File: config.mk
export PLATFORM = sky130hd
export DESIGN_NAME = hex_display_ctrl
export DESIGN_NICKNAME = d
export VERILOG_FILES = /design/src/rtl/hex_ctrl_pkg.sv /design/src/rtl/hex_display_ctrl_chk.sv /design/src/rtl/seg7_decode.sv /design/src/rtl/hex_display_ctrl.sv
export SDC_FILE = /design/constraint.sdc
export NUM_CORES = 1
export LEC_CHECK = 0
export BUFFER_PORTS_ARGS = -buffer_cell sky130_fd_sc_hd__buf_2
export CAP_MARGIN = 20
export CORE_ASPECT_RATIO = 1.2
export CORE_MARGIN = 1
export CORE_UTILIZATION = 50
export CTS_CLUSTER_SIZE = 25
export DETAILED_ROUTE_END_ITERATION = 10
export PLACE_DENSITY = 0.69
export SYNTH_ARGS = -nofsm -noshare
export SYNTH_HDL_FRONTEND = slang
export SYNTH_SLANG_ARGS = --single-unit
File: constraint.sdc
create_clock -name clk -period 2.9 [get_ports clk]
set_clock_uncertainty 0.05 [all_clocks]
set_input_delay 0.145 -clock clk [delete_from_list [all_inputs] [get_ports clk]]
set_output_delay 0.145 -clock clk [all_outputs]
set_load 0.01 [all_outputs]
File: src/rtl/hex_ctrl_pkg.sv
// Shared types and constants for the eight-digit seven-segment display controller.
// Segment words are {g,f,e,d,c,b,a}, active-low.
package hex_ctrl_pkg;

    localparam int NUM_DIGITS = 8;
    localparam logic [6:0] SEG_BLANK = 7'h7F;

    typedef struct packed {
        logic [3:0] val;
        logic       blank;
        logic       blink;
    } digit_t;

    // State every entry takes after reset or clear_all: dark, value 0, not blinking.
    localparam digit_t DIGIT_CLEAR = '{val: 4'h0, blank: 1'b1, blink: 1'b0};

    localparam logic [6:0] SEG_TABLE [16] = '{
        7'b1000000, 7'b1111001, 7'b0100100, 7'b0110000,
        7'b0011001, 7'b0010010, 7'b0000010, 7'b1111000,
        7'b0000000, 7'b0010000, 7'b0001000, 7'b0000011,
        7'b1000110, 7'b0100001, 7'b0000110, 7'b0001110
    };

    function automatic logic [6:0] seg_lookup(input logic [3:0] v);
        return SEG_TABLE[v];
    endfunction

endpackage

File: src/rtl/hex_display_ctrl_chk.sv
// Protocol checker for the controller's grant outputs.
module hex_display_ctrl_chk (
    input logic clk,
    input logic resetn,
    input logic ack0,
    input logic ack1,
    input logic clear_all
);

    a_one_ack: assert property (@(posedge clk) disable iff (!resetn) !(ack0 && ack1));
    a_clear_blocks: assert property (@(posedge clk) disable iff (!resetn) clear_all |-> !(ack0 || ack1));

endmodule

File: src/rtl/seg7_decode.sv
// Combinational hex-nibble to active-low segment decoder with a dark override.
module seg7_decode
    import hex_ctrl_pkg::*;
(
    input  logic [3:0] val,
    input  logic       dark,
    output logic [6:0] seg
);

    // Dark wins over the value; otherwise look the nibble up in the table.
    always_comb begin
        seg = SEG_BLANK;
        if (dark) begin
            seg = SEG_BLANK;
        end else begin
            seg = seg_lookup(val);
        end
    end

endmodule

File: src/rtl/hex_display_ctrl.sv
// Two-requester round-robin controller for eight seven-segment digits with
// per-digit blank/blink, a global blink phase and registered pin outputs.
module hex_display_ctrl
    import hex_ctrl_pkg::*;
#(
    parameter int BLINK_DIV = 25_000_000
) (
    input  logic       clk,
    input  logic       resetn,
    input  logic       req0,
    input  logic [2:0] idx0,
    input  logic [3:0] val0,
    input  logic       blank0,
    input  logic       blink0,
    input  logic       req1,
    input  logic [2:0] idx1,
    input  logic [3:0] val1,
    input  logic       blank1,
    input  logic       blink1,
    output logic       ack0,
    output logic       ack1,
    input  logic       clear_all,
    output logic [6:0] HEX0,
    output logic [6:0] HEX1,
    output logic [6:0] HEX2,
    output logic [6:0] HEX3,
    output logic [6:0] HEX4,
    output logic [6:0] HEX5,
    output logic [6:0] HEX6,
    output logic [6:0] HEX7
);

    localparam int CNT_W = (BLINK_DIV > 1) ? $clog2(BLINK_DIV) : 1;
    localparam logic [CNT_W-1:0] CNT_LAST = CNT_W'(BLINK_DIV - 1);

    logic             prio_r;
    logic             grant0_s;
    logic             grant1_s;
    logic             wr_en_s;
    logic [2:0]       wr_idx_s;
    digit_t           wr_data_s;
    digit_t           digits_r [NUM_DIGITS];
    logic [CNT_W-1:0] cnt_r;
    logic             phase_r;
    logic [NUM_DIGITS-1:0] dark_s;
    logic [6:0]       seg_s [NUM_DIGITS];
    logic [6:0]       hex_r [NUM_DIGITS];

    // Round-robin arbiter; prio_r names the requester favoured on contention.
    always_comb begin
        grant0_s = 1'b0;
        grant1_s = 1'b0;
        if (clear_all) begin
            grant0_s = 1'b0;
            grant1_s = 1'b0;
        end else if (req0 && req1) begin
            grant0_s = ~prio_r;
            grant1_s = prio_r;
        end else begin
            grant0_s = req0;
            grant1_s = req1;
        end
    end

    // Gating with resetn makes the grant vanish the instant reset asserts.
    assign ack0 = grant0_s & resetn;
    assign ack1 = grant1_s & resetn;

    // Priority pointer moves to the requester that just lost (or was idle).
    always_ff @(posedge clk or negedge resetn) begin
        if (!resetn) begin
            prio_r <= 1'b0;
        end else if (grant0_s) begin
            prio_r <= 1'b1;
        end else if (grant1_s) begin
            prio_r <= 1'b0;
        end else begin
            prio_r <= prio_r;
        end
    end

    // Select the winning payload for the state-array write port.
    always_comb begin
        wr_en_s   = grant0_s | grant1_s;
        wr_idx_s  = idx0;
        wr_data_s = '{val: val0, blank: blank0, blink: blink0};
        if (grant1_s) begin
            wr_idx_s  = idx1;
            wr_data_s = '{val: val1, blank: blank1, blink: blink1};
        end else begin
            wr_idx_s  = idx0;
            wr_data_s = '{val: val0, blank: blank0, blink: blink0};
        end
    end

    // Digit state array; clear_all outranks any granted write.
    always_ff @(posedge clk or negedge resetn) begin
        if (!resetn) begin
            for (int i = 0; i < NUM_DIGITS; i++) begin
                digits_r[i] <= DIGIT_CLEAR;
            end
        end else if (clear_all) begin
            for (int i = 0; i < NUM_DIGITS; i++) begin
                digits_r[i] <= DIGIT_CLEAR;
            end
        end else if (wr_en_s) begin
            digits_r[wr_idx_s] <= wr_data_s;
        end else begin
            digits_r[wr_idx_s] <= digits_r[wr_idx_s];
        end
    end

    // Free-running blink divider; phase flips each time the count wraps.
    always_ff @(posedge clk or negedge resetn) begin
        if (!resetn) begin
            cnt_r   <= '0;
            phase_r <= 1'b0;
        end else if (cnt_r == CNT_LAST) begin
            cnt_r   <= '0;
            phase_r <= ~phase_r;
        end else begin
            cnt_r   <= cnt_r + CNT_W'(1);
            phase_r <= phase_r;
        end
    end

    for (genvar g = 0; g < NUM_DIGITS; g++) begin : g_digit
        assign dark_s[g] = digits_r[g].blank | (digits_r[g].blink & phase_r);

        seg7_decode u_dec (
            .val  (digits_r[g].val),
            .dark (dark_s[g]),
            .seg  (seg_s[g])
        );
    end

    // Output registers drive the board pins directly.
    always_ff @(posedge clk or negedge resetn) begin
        if (!resetn) begin
            for (int i = 0; i < NUM_DIGITS; i++) begin
                hex_r[i] <= SEG_BLANK;
            end
        end else begin
            for (int i = 0; i < NUM_DIGITS; i++) begin
                hex_r[i] <= seg_s[i];
            end
        end
    end

    assign HEX0 = hex_r[0];
    assign HEX1 = hex_r[1];
    assign HEX2 = hex_r[2];
    assign HEX3 = hex_r[3];
    assign HEX4 = hex_r[4];
    assign HEX5 = hex_r[5];
    assign HEX6 = hex_r[6];
    assign HEX7 = hex_r[7];

    hex_display_ctrl_chk u_chk (
        .clk       (clk),
        .resetn    (resetn),
        .ack0      (ack0),
        .ack1      (ack1),
        .clear_all (clear_all)
    );

endmodule

==> run_results.csv <==
group,metric,value,unit
global_routing,grt_max_degree,91,
floorplan,ios,81,
place,gp_congestion,0.942,
place,io_buffers,80,
route,vias,6414,
synthesis,syn_avg_cell_area,9.44,sq um
synthesis,synth_top_area_frac,0.218,
route,wl_per_cell,18.7,um
route,ant_nets,0,
floorplan,rows,49,
timing,setup_viol,0,
clocking,cts_max_path_buffers,2,
route,routed_wirelength,20400,um
global_routing,grt_usage,0.277,
clocking,cts.clk_slew.worst_paths,0.06,ns
timing,relSlewSlack,0.517,
synthesis,yosys_warnings,0,
setup_path,crit_path_top_delay_cell,"mux4_1",
timing,maxClockFrequency,369,MHz
setup_path,crit_type,"input pin to flip-flop",
synthesis,syn_inst,818,
floorplan,coreArea,0.0150,sq mm
timing,hold_viol_final,0,
timing,fin_setup_tns,0,ns
synthesis,yosysMostFrequentCell,"nand2_1",
layout,finalInstanceArea,0.00885,sq mm
floorplan,die_w,115,um
floorplan,die_h,138,um
synthesis,synth_area_leaders,"dfstp_2 22%, dfrtp_1 22%, ha_1 7.9%",
run,maxCapViolations,0,
synthesis,synth_area,0.00772,sq mm
route,first_iter_violations,486,
layout,layout.cells.non_filler,1092,
global_routing,grt_pass1_vias,6468,
layout,area_growth,14.6,%
layout,drive_gt1_frac,0.233,
setup_path,path_cells,"dlygate4sd3_1, buf_2, nand2b_1, nor2_8, mux2i_4, mux4_1, mux2i_1, a311o_2, o21ai_0",
pwr,powerDensity,549,mW/mm^2
place,placed_area,0.00825,sq mm
setup_path,cp.required,3.13,ns
setup_path,worstPathArrival,2.94,ns
pwr,leakage,3.53,nW
timing,fin_crit_sh,0.935,
setup_path,cp-start-kind,"input pin",
synthesis,ys_types,63,
clocking,cts_sinks,131,
timing,final.min_clock_period,2.71,ns
layout,diodes,0,
setup_path,endpoint_kind,"flip-flop",
synthesis,synth_edf_count,0,
synthesis,syn-num-nets,890,
synthesis,synth_commonest_cells,"74 x nand2_1, 67 x dfrtp_1, 65 x nand3_1, 64 x dfstp_2, 59 x o21ai_0",
floorplan,start_util,0.514,
timing,rsz0062_at_grt,"false",
timing,drv_slew,0,
clocking,cts_buffers,17,
route,drcViolationCount,0,
synthesis,ys_ff_latch,131,
floorplan,die_area,0.0160,sq mm
route,firstDrtPassIters,5,
pwr,ir_worst_vdd,368,uV
clocking,cts_tree,"built",
global_routing,antenna_found_initial,0,
min_path,hp-class,"input pin to flip-flop",
route,via_per_inst,5.87,
synthesis,synthArstFlopShare,1.00,
layout,final_nets,947,
global_routing,grt_remaining_overflow,0,
place,placed_cells,1058,
synthesis,yosysTopAreaCell,"dfstp_2",
clocking,h-tree-depth,4,
clocking,clk_latency,0.42,ns
setup_path,worst_path_dominant_cell_family,"multiplexers",
timing,tightest_slew,0.725,ns
setup_path,crit_buf_inv,2,
place,place_hpwl,14800,um
global_routing,grt_pass1_wl,33900,um
setup_path,path_max_fanout,8,
setup_path,critPathMaxStageDelay,0.61,ns
synthesis,synth_ff_type,"dfrtp_1",
clocking,cts_setup_buffers,0,
outcome,status,"complete, no violations",
clocking,clockRootBuffer,"clkbuf_16",
synthesis,ys_seq_area_frac,0.435,
timing,whs,0.0120,ns
==> flip-flops by register name, indices dropped and copies added, names as in the netlist <==
name	count
HEX5	7
HEX0	7
cnt_r	25
HEX6	7
phase_r	1
HEX7	7
HEX4	7
HEX2	7
HEX3	7
digits_r	48
prio_r	1
HEX1	7
==> path summary, 6_finish.rpt <==
| kind | start | slack [ns] | depth (start not counted) | to |
|---|---|---|---|---|
| max in group asynchronous | resetn | 1.68 | 3 | HEX7[3] |
| max | clear_all | 0.19 | 9 | digits_r[46] |
| min | req1 | 0.01 | 2 | prio_r |
| min in group asynchronous | resetn | 0.23 | 2 | digits_r[10] |
| max reg2reg | prio_r | 0.19 | 7 | digits_r[46] |
| min reg2reg | cnt_r[23] | 0.45 | 1 | cnt_r[23] |
==> metal layers <==
metal | vias to the layer above | global-route usage | wire (um)
li1 | 3065 | - | -
met3 | 52 | 0.0548 | 1040
met5 | - | 0 | 0
met4 | 0 | 0.120 | 682
met2 | 206 | 0.444 | 9810
met1 | 3091 | 0.361 | 8850
==> per-stage QoR <==
stage	setup WS, ns	util	total power [mW]
finish	0.190	0.589	4.86
global route	0.103	0.589	5.08
CTS	0.166	0.589	4.89
detailed placement	0.180	0.549	2.82
global placement	0.362	0.549	2.80
floorplan	0.550	-	2.54
==> placed cells by master, fill, tap and decap left out, types with 6 or more instances in the layout <==
cell type / instances
a211oi_1: 9
a21o_1: 6
a21oi_1: 51
and3_1: 10
buf_2: 79
buf_4: 10
clkbuf_16: 17
dfrtp_1: 67
dfstp_2: 64
ha_1: 49
inv_1: 21
mux2_2: 7
mux2i_1: 18
nand2_1: 74
nand2b_1: 21
nand3_1: 65
nand3b_1: 12
nor2_1: 47
nor2b_1: 10
nor4_1: 7
o211ai_1: 55
o21a_1: 15
o21ai_0: 59
o22ai_1: 6
or2_2: 6
xnor2_1: 7
xor2_1: 17
==> cell families (layout without fill, tap and decap cells) <==
| logic type | after synthesis | count (layout) | share of synthesized area |
|---|---|---|---|
| buf+inv | 76 | 146 | 0.0387 |
| simple gates | 271 | 271 | 0.175 |
| compound gates | 238 | 238 | 0.199 |
| mux | 29 | 29 | 0.0462 |
| xor+xnor | 24 | 24 | 0.0272 |
| flops | 131 | 131 | 0.435 |
| fa+ha+maj | 49 | 49 | 0.0794 |
==> report_power, final <==
part	internal (mW)	switching, mW
combinational	0.266	0.436
sequential	1.97	0.127
clock	1.27	0.790
==> final cells by class <==
type / count / area [sq um]
fill: 1315 / 6170
sequential: 131 / 3360
clock buffer: 23 / 488
clock inverter: 9 / 80.1
inverter: 22 / 82.6
timing repair buffer: 92 / 510
multi-input combinational: 611 / 4070
tap: 204 / 255
==> repair_timing <==
item / in CTS / in global routing
hold buffers: 2 / 0
resized for setup: 0 / 1
endpoints found under the hold margin: 20 / 0
setup endpoints to repair: 0 / 4
No activity file was read; power rests on OpenSTA's default activity.
